--- config.mk ---
export PLATFORM = sky130hd
export DESIGN_NAME = nn_mac_stage
export DESIGN_NICKNAME = d
export VERILOG_FILES = /design/src/rtl/nn_mac_stage.sv
export SDC_FILE = /design/constraint.sdc
export NUM_CORES = 1
export LEC_CHECK = 0
export BUFFER_PORTS_ARGS = -buffer_cell sky130_fd_sc_hd__buf_4
export CAP_MARGIN = 20
export CORE_MARGIN = 10
export CORE_UTILIZATION = 45
export CTS_CLUSTER_SIZE = 28
export DETAILED_ROUTE_END_ITERATION = 10
export GPL_ROUTABILITY_DRIVEN = 0
export PLACE_DENSITY_LB_ADDON = 0.08
export SYNTH_ARGS = -nofsm -noshare
export SYNTH_HDL_FRONTEND = slang
export SYNTH_SLANG_ARGS = --single-unit
export TNS_END_PERCENT = 100
--- constraint.sdc ---
create_clock -name clk -period 25.5 [get_ports clk]
set_input_delay 2.55 -clock clk [delete_from_list [all_inputs] [get_ports clk]]
set_output_delay 2.55 -clock clk [all_outputs]
set_load 0.02 [all_outputs]
--- src/rtl/nn_mac_stage.sv ---
// nn_mac_stage
//   Drains N_INPUTS activations from the upstream 32-bit FIFO and multiply-
//   accumulates them against a local signed 16-bit weight bank. It then adds a
//   signed 32-bit bias, optionally applies ReLU, saturates to 32 bits, and
//   offers the result on a valid/ready port.
//
//   Build option: define NN_MAC_RELU_EN to clamp negative post-bias sums to 0.
//
// Ports
//   clk, rst           clock (posedge), asynchronous active-high reset
//   start_i            begin one evaluation (honoured in IDLE only)
//   fifo_rd_o          FIFO pop request, high for the N_INPUTS ACCUM cycles
//   fifo_data_i        FIFO word; [15:0] is the signed activation
//   w_we_i/w_addr_i/w_data_i   weight bank write port (IDLE only)
//   b_we_i/b_data_i    bias write port (IDLE only)
//   busy_o             high whenever not IDLE
//   result_valid_o / result_ready_i / result_o   result handshake
//
// state  | meaning
// -------+----------------------------------------------------------
// IDLE   | waiting for start_i; weight/bias writes accepted
// ACCUM  | pop one activation per cycle and accumulate act * w[idx]
// FINISH | add bias, optional ReLU, saturate, register result_o
// OUT    | result_valid_o high until the consumer takes it
module nn_mac_stage #(
  parameter int N_INPUTS = 8,
  parameter int AW       = (N_INPUTS > 1) ? $clog2(N_INPUTS) : 1
) (
  input  logic          clk,
  input  logic          rst,
  input  logic          start_i,
  output logic          fifo_rd_o,
  input  logic [31:0]   fifo_data_i,
  input  logic          w_we_i,
  input  logic [AW-1:0] w_addr_i,
  input  logic [15:0]   w_data_i,
  input  logic          b_we_i,
  input  logic [31:0]   b_data_i,
  output logic          busy_o,
  output logic          result_valid_o,
  input  logic          result_ready_i,
  output logic [31:0]   result_o
);

  // 32-bit products plus headroom for N_INPUTS of them and the bias.
  localparam int ACC_W = 33 + $clog2(N_INPUTS);
  localparam logic [AW-1:0] LAST_IDX = AW'(N_INPUTS - 1);
  localparam logic [AW:0]   N_LIM    = (AW+1)'(N_INPUTS);

  typedef enum logic [1:0] {IDLE, ACCUM, FINISH, OUT} state_t;

  state_t state_q, state_d;

  logic [15:0]      w_q [N_INPUTS];
  logic [31:0]      bias_q;
  logic [ACC_W-1:0] acc_q;
  logic [AW-1:0]    idx_q;

  logic [31:0]      act_ext;
  logic [31:0]      w_ext;
  logic [31:0]      prod;
  logic [ACC_W-1:0] prod_ext;
  logic [ACC_W-1:0] bias_ext;
  logic [ACC_W-1:0] sum;
  logic [ACC_W-1:0] post;
  logic [31:0]      sat;
  logic             fits_32;
  logic             unused_fifo_hi;

  assign unused_fifo_hi = ^fifo_data_i[31:16];

  // ---------------------------------------------------------------- FSM
  always_ff @(posedge clk or posedge rst) begin
    if (rst) state_q <= IDLE;
    else     state_q <= state_d;
  end

  always_comb begin
    state_d        = state_q;
    fifo_rd_o      = 1'b0;
    busy_o         = 1'b1;
    result_valid_o = 1'b0;
    case (state_q)
      IDLE: begin
        busy_o = 1'b0;
        if (start_i) state_d = ACCUM;
      end
      ACCUM: begin
        fifo_rd_o = 1'b1;
        if (idx_q == LAST_IDX) state_d = FINISH;
      end
      FINISH: state_d = OUT;
      OUT: begin
        result_valid_o = 1'b1;
        if (result_ready_i) state_d = IDLE;
      end
      default: state_d = IDLE;
    endcase
  end

  // ---------------------------------------------------------- arithmetic
  // Low 32 bits of a 32x32 product of sign-extended 16-bit operands equal
  // the exact signed 16x16 product.
  assign act_ext  = {{16{fifo_data_i[15]}}, fifo_data_i[15:0]};
  assign w_ext    = {{16{w_q[idx_q][15]}}, w_q[idx_q]};
  assign prod     = act_ext * w_ext;
  assign prod_ext = {{(ACC_W-32){prod[31]}}, prod};
  assign bias_ext = {{(ACC_W-32){bias_q[31]}}, bias_q};
  assign sum      = acc_q + bias_ext;

`ifdef NN_MAC_RELU_EN
  assign post = sum[ACC_W-1] ? '0 : sum;
`else
  assign post = sum;
`endif

  // The value fits in 32 bits when every bit from 31 upward matches the sign.
  assign fits_32 = (&post[ACC_W-1:31]) | ~(|post[ACC_W-1:31]);

  always_comb begin
    sat = post[31:0];
    if (!fits_32) sat = post[ACC_W-1] ? 32'h8000_0000 : 32'h7FFF_FFFF;
  end

  // ------------------------------------------------------------ datapath
  always_ff @(posedge clk or posedge rst) begin
    if (rst) begin
      acc_q    <= '0;
      idx_q    <= '0;
      result_o <= '0;
    end else begin
      case (state_q)
        IDLE: begin
          if (start_i) begin
            acc_q <= '0;
            idx_q <= '0;
          end
        end
        ACCUM: begin
          acc_q <= acc_q + prod_ext;
          idx_q <= idx_q + 1'b1;
        end
        FINISH:  result_o <= sat;
        default: ;
      endcase
    end
  end

  // Weight and bias storage; writes only land while idle.
  always_ff @(posedge clk or posedge rst) begin
    if (rst) begin
      for (int i = 0; i < N_INPUTS; i++) w_q[i] <= '0;
      bias_q <= '0;
    end else if (state_q == IDLE) begin
      if (w_we_i && ({1'b0, w_addr_i} < N_LIM)) w_q[w_addr_i] <= w_data_i;
      if (b_we_i) bias_q <= b_data_i;
    end
  end

endmodule
==> summary.md <==
| Metric | Value |
|---|---|
| Outcome | completed |
| Wirelength, routed | 56,420 µm |
| Area Growth Syn to Fin | 10.63% |
| Period utilization | 0.4072 |
| Via count | 16.06k |
| Clock Latency Late Sink | 0.57 ns |
| Antenna cells | 0 |
| Setup TNS Final | 0 ns |
| Post-Syn Instances | 2,232 |
| Synth cell types | 79 |
| Max-Cap Viols | 0 |
| Post-DRT Antenna Nets | 0 |
| Yosys reg bits | about 230 |
| Reg clk slew, reported paths | 0.06 ns |
| Vias in the first global route | 17.42k |
| Aggregate global routing overflow | 0 |
| Placement-stage cell area | 24,930 µm² |
| Worst Skew | 0.02343 ns |
| Global-route wire length before repair | a little over 90,000 µm |
| Tot GR Track Use | 0.1874 |
| Post-synth net total | between 2k and 3k |
| Startpoint types | input pin |
| F_max | 0.09632 GHz |
| Avg Inst Size Synth | ~10 µm² |
| EDFF count, synth | 0 |
| Critical path buffers and inverters | 6 |
| Die X | between 200 and 250 µm |
| I/O Buffers | ~110 |
| Crit-path slowest cell | fa_1 |
| Critical setup path kind | in2reg |
| Crit Path Max Fanout | 16 |
| Resized cells post-CTS | 0 |
| Vias per inst | 5.334 |
| Hpwl dp | 43,060 µm |
| Die Footprint | between 60,000 and 70,000 µm² |
| Hold-fix buffers, CTS | 0 |
| Drt initial violations | 662 |
| HP Class | reg2reg |
| Initial Util | 0.4555 |
| CTS max path bufs | 3 |
| Sequential fraction of the synthesis area | 0.2490 |
| Max-slew violation count | 0 |
| Initial antenna violation count | 0 |
| Most used cell, CP | fa_1 |
| CTS tree | built |
| Slew headroom | 0.3315 |
| Post-CTS Setup Repair Bufs | 0 |
| Final Cell Area | 25,900 µm² |
| Die Ht | 248.1 µm |
| Tmin final | 10.38 ns |
| Initial DRT Pass Iterations | 5 |
| Data arrival, critical path | 10.88 ns |
| CTS Buf Count | 27 |
| Slew of the pin with the lowest slew margin | 1.000 ns |
| Commonest non-fill, non-tap cell in the layout | inv_1 |
| Syn Std Cell Area | between 20,000 and 25,000 µm² |
| RSZ-0062 raised after global routing | false |
| IO Count | 124 |
| TritonCTS Sinks | between 200 and 250 |
| H-tree Lvls | 1 |
| Core Region | 51,410 µm² |
| Main synth FF type | dfrtp_1 |
| DRC | 0 |
| Critical path capture point type | register |
| Max stage delay on crit path | 0.54 ns |
| Share of cells above drive strength 1 | 0.1969 |
| Nets | 2,821 |
| Setup violators final | 0 |
| Most frequent cells in the layout | inv_1 (358), fa_1 (264), dfrtp_1 (232), nand2_1 (181), mux2_2 (169) |
| Yosys warns | 0 |
| Required @ worst endpoint | around 26 ns |
| Final Hold Fails | 0 |
| Largest net degree at the start of global routing | 112 |
| Drt wl/cell | around 19 µm |
| Row Count | 83 |
| Crit path max-delay family | adder cells |
| Post-synthesis async set-or-reset flop share | 1.000 |
| Root Driver | clkbuf_16 |
## layout make-up
cell class | instances | area, µm²
fill | 4753 | 25500
multi-input combinational | 1557 | 15900
sequential | 233 | 5832
clock inverter | 17 | 234.0
clock buffer | 33 | 728.2
inverter | 359 | 1355
tap | 680 | 850.8
timing repair buffer | 132 | 998.5
## registers in the layout, summed over array words and instances (netlist names)
signal,cells
state_q,2
result_o,32
w_q,128
bias_q,32
acc_q,36
idx_q,3
## synth_stat cells, types with 5 or more instances
| cell type | n | area (µm²) |
|---|---|---|
| o31ai_1 | 7 | 52.55 |
| nand2_1 | 181 | 679.4 |
| o211ai_1 | 8 | 60.06 |
| nand3_1 | 17 | 85.08 |
| ha_1 | 158 | 1977 |
| xnor2_1 | 58 | 508.0 |
| a211o_1 | 5 | 43.79 |
| o21ai_0 | 69 | 345.3 |
| a21o_1 | 49 | 367.9 |
| mux4_2 | 32 | 720.7 |
| nor2_1 | 53 | 198.9 |
| and3_1 | 10 | 62.56 |
| nand4_1 | 12 | 75.07 |
| a211oi_1 | 6 | 45.04 |
| o21ai_1 | 6 | 30.03 |
| o21bai_1 | 12 | 90.09 |
| o2111ai_1 | 5 | 43.79 |
| buf_1 | 8 | 30.03 |
| clkbuf_1 | 68 | 255.2 |
| fa_1 | 264 | 5285 |
| mux2_2 | 169 | 1903 |
| a31oi_1 | 11 | 68.82 |
| o21a_1 | 11 | 82.58 |
| mux2i_1 | 9 | 90.09 |
| o221ai_2 | 29 | 435.4 |
| xor2_1 | 32 | 280.3 |
| nor3_1 | 17 | 85.08 |
| dfrtp_1 | 233 | 5831 |
| a21oi_1 | 74 | 370.4 |
| a22o_1 | 8 | 70.07 |
| or3_1 | 7 | 43.79 |
| nand2b_1 | 30 | 187.7 |
| inv_1 | 359 | 1348 |
| nor2b_1 | 88 | 550.5 |
| and2_1 | 47 | 294.0 |
| or2_2 | 15 | 93.84 |
| buf_6 | 6 | 67.56 |
## per-stage QoR
stage,util,setup WS [ns],hold WS (ns),instances
final,0.5039,15.12,0.4984,3011
after global routing,0.5039,14.53,0.5073,3011
after CTS,0.5036,15.15,0.5037,3010
after detailed placement,0.4849,14.54,0.4890,2960
after global placement,0.4849,14.61,0.4821,2960
after floorplan,-,15.59,0.4746,2232
## cell families after synthesis
logic type	count (synthesis)	share of synthesized area
AOI/OAI and AO/OA	346	0.1122
xor gates and xnor gates	92	0.03506
adders and majority gates	422	0.3102
buffers and inverters	442	0.07321
DFF	233	0.2490
muxes	211	0.1169
and+or+nand+nor	486	0.1035
## worst register-to-register path: cells and delay by family (launching register included)
family | cells | cell delay, ns
and+or+nand+nor | 4 | 0.86
DFF | 1 | 0.34
buffers and inverters | 5 | 0.81
AOI/OAI and AO/OA | 13 | 3.14
adders and majority gates | 8 | 3.64
xor gates and xnor gates | 1 | 0.18
muxes | 2 | 1.12
## routing by layer
metal,GRT usage,wire length (µm)
met4,0.04010,1167
met3,0.01746,1240
met1,0.2294,23930
met2,0.3506,30090
met5,0,0
## path summary, 6_finish.rpt
check | slack (ns) | endpoint | start | cells past startpoint
hold reg to reg | 0.50 | w_q[20] | w_q[20] | 1
hold / removal | 0.50 | w_q[20] | w_q[20] | 1
setup / recovery | 15.12 | acc_q[35] | fifo_data_i[8] | 32
max in group asynchronous | 21.90 | w_q[55] | rst | 3
setup reg to reg | 15.33 | acc_q[35] | idx_q[0] | 33
min in group asynchronous | 2.12 | w_q[107] | rst | 2
Power is not shown: default switching activity piles up to over one toggle a cycle in this logic, so the estimate is an artifact.
